===== src/rtl/fetch_unit.sv =====
// fetch_unit: instruction fetch stage for the nRISC processor.
// Owns the PC, tracks the one-clock registered read of mem_instr, and hands
// (instruction, address) pairs to decode over a valid/stall handshake using
// a one-entry skid buffer so that nothing is lost or duplicated.
// Optional feature macro: FETCH_COUNT_EN adds the 16-bit fetch_count output.
module fetch_unit #(
    parameter logic [7:0] PROG_BASE = 8'h80,
    parameter logic [7:0] PROG_LAST = 8'h99
) (
    input  logic        clock,
    input  logic        reset,
    input  logic        stall,
    input  logic        branch_taken,
    input  logic [7:0]  branch_target,
    output logic [7:0]  PC,
    input  logic [7:0]  instrucao,
    output logic [7:0]  instr_out,
    output logic [7:0]  instr_pc,
    output logic        instr_valid,
`ifdef FETCH_COUNT_EN
    output logic [15:0] fetch_count,
`endif
    output logic        halted
);

    typedef enum logic [1:0] {
        RUN   = 2'd0,
        DRAIN = 2'd1,
        HALT  = 2'd2
    } state_t;

    state_t     state_reg;

    // Tag for the data arriving on instrucao this cycle.
    logic       m_v;
    logic [7:0] m_pc;

    // One-entry skid buffer, filled when decode stalls with a read in flight.
    logic       s_v;
    logic [7:0] s_data;
    logic [7:0] s_pc;

    logic       pc_in_window;
    logic       target_in_window;
    logic       issue;
    logic       out_free;

    assign pc_in_window     = (PC >= PROG_BASE) && (PC <= PROG_LAST);
    assign target_in_window = (branch_target >= PROG_BASE) && (branch_target <= PROG_LAST);

    // A new fetch only goes out when decode can take the stream and no redirect is pending.
    assign issue    = (state_reg == RUN) && !stall && !branch_taken && pc_in_window;

    // The output register may be overwritten when empty or being consumed.
    assign out_free = !instr_valid || !stall;

    // PC, in-flight tag, skid buffer, output register and run/drain/halt FSM.
    always_ff @(posedge clock) begin
        if (reset) begin
            PC          <= PROG_BASE;
            m_v         <= 1'b0;
            m_pc        <= 8'h00;
            s_v         <= 1'b0;
            s_data      <= 8'h00;
            s_pc        <= 8'h00;
            instr_out   <= 8'h00;
            instr_pc    <= 8'h00;
            instr_valid <= 1'b0;
            halted      <= 1'b0;
            state_reg   <= RUN;
        end else if (branch_taken) begin
            // Redirect wins over everything: flush every stage and restart at the target.
            PC          <= branch_target;
            m_v         <= 1'b0;
            s_v         <= 1'b0;
            instr_valid <= 1'b0;
            halted      <= 1'b0;
            state_reg   <= target_in_window ? RUN : DRAIN;
        end else begin
            if (issue) begin
                m_v  <= 1'b1;
                m_pc <= PC;
                PC   <= PC + 8'd1;
            end else begin
                m_v  <= 1'b0;
            end

            if (out_free) begin
                // Skid entry is always older than anything in flight, so it goes first.
                if (s_v) begin
                    instr_out   <= s_data;
                    instr_pc    <= s_pc;
                    instr_valid <= 1'b1;
                    s_v         <= 1'b0;
                end else if (m_v) begin
                    instr_out   <= instrucao;
                    instr_pc    <= m_pc;
                    instr_valid <= 1'b1;
                end else begin
                    instr_valid <= 1'b0;
                end
            end else if (m_v) begin
                // Decode is holding the output; park the returning read.
                s_v    <= 1'b1;
                s_data <= instrucao;
                s_pc   <= m_pc;
            end

            case (state_reg)
                RUN: begin
                    if (!pc_in_window) begin
                        state_reg <= DRAIN;
                    end
                end
                DRAIN: begin
                    if (!m_v && !s_v && !instr_valid) begin
                        state_reg <= HALT;
                        halted    <= 1'b1;
                    end
                end
                HALT: begin
                    state_reg <= HALT;
                end
                default: begin
                    state_reg <= RUN;
                end
            endcase
        end
    end

`ifdef FETCH_COUNT_EN
    // Count instructions accepted by decode; survives branches, cleared only by reset.
    always_ff @(posedge clock) begin
        if (reset) begin
            fetch_count <= 16'h0000;
        end else if (instr_valid && !stall) begin
            fetch_count <= fetch_count + 16'd1;
        end
    end
`endif

endmodule

===== config.mk =====
export PLATFORM = sky130hd
export DESIGN_NAME = fetch_unit
export DESIGN_NICKNAME = d
export VERILOG_FILES = /design/src/rtl/fetch_unit.sv
export SDC_FILE = /design/constraint.sdc
export NUM_CORES = 1
export LEC_CHECK = 0
export CORE_UTILIZATION = 57
export CTS_BUF_LIST = sky130_fd_sc_hd__clkbuf_8
export DETAILED_ROUTE_END_ITERATION = 8
export GPL_TIMING_DRIVEN = 0
export PLACE_DENSITY_LB_ADDON = 0.1
export SKIP_LAST_GASP = 1
export SYNTH_ARGS = -nofsm -noshare
export SYNTH_HDL_FRONTEND = slang
export SYNTH_SLANG_ARGS = --single-unit
export TNS_END_PERCENT = 50

===== constraint.sdc =====
create_clock -name clock -period 3.4 [get_ports clock]
set_input_delay 0.68 -clock clock [delete_from_list [all_inputs] [get_ports clock]]
set_output_delay 0.68 -clock clock [all_outputs]
set_load 0.005 [all_outputs]

==> run summary, run 1 <==
====================================================================================
IO Pins                                                                           46
Worst reg2reg setup slack                                                    1280 ps
Post-Layout Inst Area                                                   0.00284 mm^2
Half-perimeter wire length after detailed placement                          3570 um
Post-synthesis xor/xnor area fraction                                              0
Combined area of all synthesized cells                                  0.00225 mm^2
Fraction of the mapped netlist area in compound gates                          0.177
Later-pin clock latency in the skew report                                    300 ps
Synth cell types                                                                  34
Die span in y                                                                64.9 um
Run status                                                              finished, final reports clean
CTS tree                                                                       built
Ys flop type                                                            sky130_fd_sc_hd__dfxtp_1
Area of placed instances                                                0.00275 mm^2
Reg-to-reg critical path startpoint                                     state_reg[1]$_SDFFE_PP0P_
Endpoints failing hold                                                             0
Multi-input combinational cell area                                     0.00107 mm^2
Worst hold path depth                                                              2
Horizontal die dimension                                                     64.9 um
Max-cap viol count                                                                 0
Quantity of I/O buffers inserted on ports                                         44
Final Max Slew Viols                                                               0
Number of hold buffers added after cts                                             0
Endpoint, Worst Hold                                                    s_pc[4]$_SDFFE_PP0P_
Number of flops mapped to enable cells by yosys                                    0
Most common cell in the netlist                                         sky130_fd_sc_hd__dfxtp_1
Most instantiated cells after synthesis                                 54 x sky130_fd_sc_hd__dfxtp_1, 45 x sky130_fd_sc_hd__nand2_1, 27 x sky130_fd_sc_hd__a21oi_1
Power density relative to cell area                                      399 mW/mm^2
Length in cells of the worst reg-to-reg path                                       7
Worst min path class                                                    flip-flop to flip-flop
Clock power share                                                              0.307
Fraction of final layout cells sized beyond drive strength 1                  0.0514
Proportion of synthesized flip-flops having asynchronous set or reset              0
Proportion of synthesized chip area in sequential cells                        0.480
Routed length per instance                                                   14.0 um
Net switching fraction of the power                                            0.246
Crit end category                                                          flip-flop
Layout Skew                                                                  1.62 ps
Beginning of the critical path                                          branch_taken
Clock Sink Count                                                                  54
Mux share of post-synthesis cell area                                         0.0800
Final Critical Period                                                        2510 ps
Area share of fa/ha/maj cells after synthesis                                 0.0278
Worst hold start                                                        s_pc[4]$_SDFFE_PP0P_
Detailed-router iteration count before antenna repair                              6
Clock Path Buffers                                                                 2
Critical Path Source Type                                               primary input
Least-Margin Pin Slew                                                         810 ps
Clock root buffer master                                                sky130_fd_sc_hd__clkbuf_8
Total of fill cells in the finished design                                       276
Sum Neg Setup Slack                                                             0 ps
Mean instance size in the synthesized netlist                              8.70 um^2
Critical-path maximum fanout                                                      10
Switching power summed over all nets                                        0.279 mW
RSZ-0062 raised after global routing                                           false
Simple-Gate Fraction of Synth Area                                             0.190
Via count of the routed design                                                 1,991
Vias in the first global route                                                 1,800
Cell leakage power                                                          0.919 nW
Register share of total power                                                  0.581
Cts repair resizes                                                                 0
H-tree levels                                                                      2
Relative slew slack                                                            0.459
Critical setup path kind                                                primary input to flip-flop
Worst reg2reg endpoint                                                  PC[0]$_SDFFE_PP0P_
Core outline area                                                       0.00372 mm^2
Synthesized netlist cell count                                                   259
Routability Congestion                                                         0.889
Storage cell area                                                       0.00108 mm^2
DRC Markers                                                                        0
CTS clk-pin slew, worst paths                                                  90 ps
Pint                                                                        0.854 mW
Total wirelength of the detailed-routed design                               5010 um
Sum of overflow across all layers after global routing                             0
Syn_nets                                                                         284
Pin count of the biggest net entering global routing                              17
Critical path required time                                                  3640 ps
Number of antenna violations at the first check in global routing                  0
Final Cycle Share                                                              0.738
Global-route total usage across every layer                                    0.257
Combinational family with the most area after synthesis                 simple AND/OR/NAND/NOR gates
Violation count after the first detailed-routing iteration                       149
Nets                                                                             335
Area share of the leading cell type in the synthesized netlist                 0.480
Share of the core filled with cells                                            0.764
Highest attainable clock frequency                                           399 MHz
Number of buffers inserted by post-CTS setup repair                                0
Effective utilization at floorplan                                             0.606
Antenna viol nets, final                                                           0
Total die area                                                          0.00421 mm^2
Wire length of the first global-routing pass                                 8220 um
Area overhead of the layout relative to synthesis                              26.1%
Number of buffers created by CTS                                                   5
Detailed-route vias per instance                                                5.55
Yosys synthesis warning count                                                      0
Critical Path AT                                                             2750 ps
Smallest hold slack                                                           459 ps
Top area cells in the synthesized netlist                               sky130_fd_sc_hd__dfxtp_1 48%, sky130_fd_sc_hd__mux2i_1 8.0%, sky130_fd_sc_hd__nand2_1 7.5%, sky130_fd_sc_hd__a21oi_1 6.0%, sky130_fd_sc_hd__a211oi_1 5.7%
Flop and latch count out of synthesis                                             54
Library cell with the largest summed area after synthesis               sky130_fd_sc_hd__dfxtp_1
Largest vdd supply drop                                                     0.317 mV
Logic gate share of total power                                                0.112
Floorplan row count                                                               22
Final Setup Violations                                                             0
Ant. Diodes                                                                        0
====================================================================================
logic make-up after synthesis:
group	count (synthesis)
adders and majority gates	5
muxes	18
buffers and inverters	25
DFF	54
AOI/OAI and AO/OA	61
and+or+nand+nor	96
metrics by stage:
stage | power (mW) | worst slack, ps | std cells
6_report | 1.13 | 891 | 359
5_1_grt | 1.18 | 765 | 359
4_1_cts | 1.14 | 918 | 359
3_5_place_dp | 0.798 | 602 | 351
3_3_place_gp | 0.796 | 603 | 351
2_1_floorplan | 0.737 | 1360 | 259
layer usage:
| metal | up-vias | track usage | routed length (um) |
|---|---|---|---|
| li1 | 1013 | - | - |
| met4 | 0 | 0.100 | 85 |
| met5 | - | 0 | 0 |
| met1 | 911 | 0.328 | 2290 |
| met2 | 60 | 0.414 | 2370 |
| met3 | 7 | 0.0651 | 263 |
area by class of cell:
class                           instances  area share
Multi-Input combinational cell        180       0.377
Timing Repair Buffer                   44       0.155
Clock buffer                            5      0.0242
Sequential cell                        54       0.381
Tap cell                               48      0.0212
Clock inverter                          3     0.00617
Inverter                                7     0.00926
Buffer                                 18      0.0264
worst max-delay path by stage:
stage	slack, ps	cells past startpoint	to
floorplan	1360	5	PC[0]$_SDFFE_PP0P_
global placement	600	6	s_data[3]$_SDFFE_PP0P_
detailed placement	600	6	s_data[4]$_SDFFE_PP0P_
CTS	920	6	s_data[4]$_SDFFE_PP0P_
global route	760	6	s_data[4]$_SDFFE_PP0P_
finish	890	6	s_data[6]$_SDFFE_PP0P_
power by group through the flow:
stage / Combinational (mW) / Clock [mW] / Sequential (mW)
detailed placement: 0.125 / 0 / 0.673
finish: 0.127 / 0.348 / 0.658
floorplan: 0.0657 / 0 / 0.671
CTS: 0.126 / 0.351 / 0.658
global route: 0.138 / 0.381 / 0.661
global placement: 0.123 / 0 / 0.673
placed cells by master, fill, tap and decap left out, drive strengths merged, types with 2 or more instances in the layout:
| cell type | Yosys | routed |
|---|---|---|
| ha | 5 | 5 |
| or3 | 2 | 2 |
| a31oi | 3 | 3 |
| nor3 | 3 | 3 |
| nand4 | 3 | 3 |
| nor4 | 2 | 2 |
| o2111ai | 2 | 2 |
| a32oi | 2 | 2 |
| inv | 7 | 8 |
| nor3b | 4 | 4 |
| nand2 | 45 | 45 |
| clkinv | 0 | 2 |
| dfxtp | 54 | 54 |
| clkdlybuf4s50 | 0 | 44 |
| a21oi | 27 | 27 |
| mux2i | 18 | 18 |
| nand3 | 7 | 7 |
| buf | 6 | 6 |
| nor2 | 25 | 25 |
| a211oi | 17 | 17 |
| clkbuf | 12 | 17 |
worst max-delay path, stage by stage:
cell and delay, ps:
sky130_fd_sc_hd__clkdlybuf4s50_1 430, sky130_fd_sc_hd__clkbuf_1 220, sky130_fd_sc_hd__nor3b_1 730, sky130_fd_sc_hd__clkbuf_1 440, sky130_fd_sc_hd__nand2_1 120, sky130_fd_sc_hd__a21oi_1 120
(Power assumes the default switching activity.)
==> run 2: changes to the inputs <==
Settings changed: CORE_UTILIZATION 57 to 53.
Clock period 3.4 ns to 2.5 ns, I/O delays scaled along.
==> run summary, run 2 (synthesized netlist as in run 1, its figures left out) <==
================================================================================
Non-filler cells, final                                                      361   +0.56%
Least-Margin Pin Slew                                                     756 ps   -53.7 ps
CTS clk-pin slew, worst paths                                              90 ps   about the same
Cell-by-cell trace of the critical path                             clkdlybuf4s50_1, clkbuf_1, a211oi_1, clkbuf_1, a211oi_1
Multi-input combinational cell area                                 0.00107 mm^2   +0.47%
Post-Layout Inst Area                                               0.00287 mm^2   +0.97%
Reg-to-reg critical path startpoint                                 state_reg[1]$_SDFFE_PP0P_
Global-route total usage across every layer                                0.246   -0.0110
Core outline area                                                   0.00403 mm^2   +8.4%
IO Pins                                                                       46   unchanged
Storage cell area                                                   0.00108 mm^2   unchanged
Endpoint, Worst Hold                                                s_pc[4]$_SDFFE_PP0P_
Floorplan row count                                                           23   +4.5%
DRC Markers                                                                    0   unchanged
Final Cycle Share                                                          0.882
Largest vdd supply drop                                                 0.274 mV   -14%
Worst hold start                                                    s_pc[4]$_SDFFE_PP0P_
CTS tree                                                                   built
Critical-path maximum fanout                                                  10   unchanged
Number of buffers created by CTS                                               5   unchanged
Violation count after the first detailed-routing iteration                   110   -26%
Wire length of the first global-routing pass                             8180 um   -0.50%
Worst min path class                                                flip-flop to flip-flop
Final Setup Violations                                                         0   unchanged
Fraction of final layout cells sized beyond drive strength 1              0.0514   unchanged
Routability Congestion                                                     0.889   about the same
Pin count of the biggest net entering global routing                          16   -1
Endpoints failing hold                                                         0   unchanged
Relative slew slack                                                        0.496   +0.0370
Worst reg2reg setup slack                                                 400 ps   -880 ps
Total wirelength of the detailed-routed design                           5020 um   +0.20%
Critical Path AT                                                         2380 ps   -370 ps
Die span in y                                                            67.2 um   +3.6%
Layout Skew                                                              3.82 ps   +2.20 ps
Largest stage delay, worst path                                           590 ps   -140 ps
Critical Path Source Type                                           primary input
Cell leakage power                                                      0.931 nW   +1.2%
Via count of the routed design                                             1,995   +0.20%
Worst reg2reg endpoint                                              PC[0]$_SDFFE_PP0P_
Max-cap viol count                                                             0   unchanged
Crit end category                                                      flip-flop
Clock root buffer master                                            sky130_fd_sc_hd__clkbuf_8
Smallest hold slack                                                       459 ps   -0.442 ps
Horizontal die dimension                                                 67.2 um   +3.6%
Number of antenna violations at the first check in global routing              0   unchanged
Final Max Slew Viols                                                           0   unchanged
Antenna viol nets, final                                                       0   unchanged
Run status                                                          finished, final reports clean
Length in cells of the worst reg-to-reg path                                   7   unchanged
Ant. Diodes                                                                    0   unchanged
Area of placed instances                                            0.00276 mm^2   about the same
Sum of overflow across all layers after global routing                         0   unchanged
Slowest stage cell, crit path                                       sky130_fd_sc_hd__a211oi_1
Detailed-router iteration count before antenna repair                          4   -2
Quantity of I/O buffers inserted on ports                                     44   unchanged
Detailed-route vias per instance                                            5.53   -0.35%
Highest attainable clock frequency                                       453 MHz
Critical path required time                                              2670 ps   -970 ps
Critical setup path kind                                            primary input to flip-flop
Later-pin clock latency in the skew report                                300 ps   about the same
Worst hold path depth                                                          2   unchanged
Total of fill cells in the finished design                                   357   +29%
Effective utilization at floorplan                                         0.559   -0.0471
Half-perimeter wire length after detailed placement                      3540 um   -0.86%
Total die area                                                      0.00451 mm^2   +7.3%
RSZ-0062 raised after global routing                                       false
Commonest non-fill, non-tap cell in the layout                      sky130_fd_sc_hd__dfxtp_1
Final Critical Period                                                    2210 ps
Area overhead of the layout relative to synthesis                          27.3%
Dpl cells                                                                    353   +0.57%
H-tree levels                                                                  2   unchanged
Clock Path Buffers                                                             2   unchanged
Nets                                                                         335   unchanged
Power density relative to cell area                                  572 mW/mm^2   +43%
Clock Sink Count                                                              54   unchanged
Vias in the first global route                                             1,779   -1.2%
Routed length per instance                                               13.9 um   -0.36%
Commonest cells after routing, fill and taps aside                  54 x sky130_fd_sc_hd__dfxtp_1, 45 x sky130_fd_sc_hd__nand2_1, 44 x sky130_fd_sc_hd__clkdlybuf4s50_1, 27 x sky130_fd_sc_hd__a21oi_1, 25 x sky130_fd_sc_hd__nor2_1
================================================================================
run 2: changes by cell type in the layout (fill, tap and decap cells not counted), sizes merged:
cell,previous run,this run
bufinv,0,1
clkinv,2,0
inv,8,9
run 2: cell type report:
type / count / area share
Sequential cell: 54 / 0.377
Multi-Input combinational cell: 180 / 0.375
Timing Repair Buffer: 44 / 0.154
Buffer: 18 / 0.0262
Clock buffer: 5 / 0.0240
Tap cell: 50 / 0.0218
Clock inverter: 3 / 0.0131
Inverter: 7 / 0.00917
run 2: how the worst max path moves through the flow:
stage                                         start                        end  slack (ps)
after CTS                              branch_taken       s_pc[0]$_SDFFE_PP0P_         150
after global placement                 branch_taken     s_data[4]$_SDFFE_PP0P_        -180
after global routing                   branch_taken   instr_pc[4]$_SDFFE_PP0P_         130
final                                  branch_taken  instr_out[1]$_SDFFE_PP0P_         290
after detailed placement               branch_taken       s_pc[0]$_SDFFE_PP0P_        -150
after floorplan           state_reg[1]$_SDFFE_PP0P_         PC[0]$_SDFFE_PP0P_         610
run 2: worst max-delay path: cells and delay by family:
| kind | cells | cell delay [ps] |
|---|---|---|
| buffers and inverters | 3 | 1140 |
| AOI/OAI and AO/OA | 2 | 730 |
run 2: where the power goes:
part	total [mW]	switching, mW	internal (mW)
clock network	0.571	0.279	0.292
registers	0.895	0.0171	0.878
logic	0.173	0.0845	0.0887
run 2: metrics by stage:
stage	power [mW]	setup WS (ps)	TNS, ps	utilization
finish	1.64	294	0	0.711
CTS	1.64	152	0	0.710
floorplan	1.00	607	0	-
detailed placement	1.09	-146	-1340	0.684
global placement	1.08	-177	-1800	0.684
global route	1.70	127	0	0.711
run 2: timing repair:
item / 4_1_cts / 5_1_grt
gates resized for setup: 0 / 1
endpoints found under the hold margin: 0 / 0
endpoints found under the setup margin: 0 / 8
hold buffers: 0 / 0
buffers inserted: 0 / 0
run 2: routing by layer:
metal / track usage / part of all wire
met1: 0.333 / 0.46
met2: 0.389 / 0.48
met3: 0.0405 / 0.044
met4: 0.101 / 0.013
met5: 0 / 0
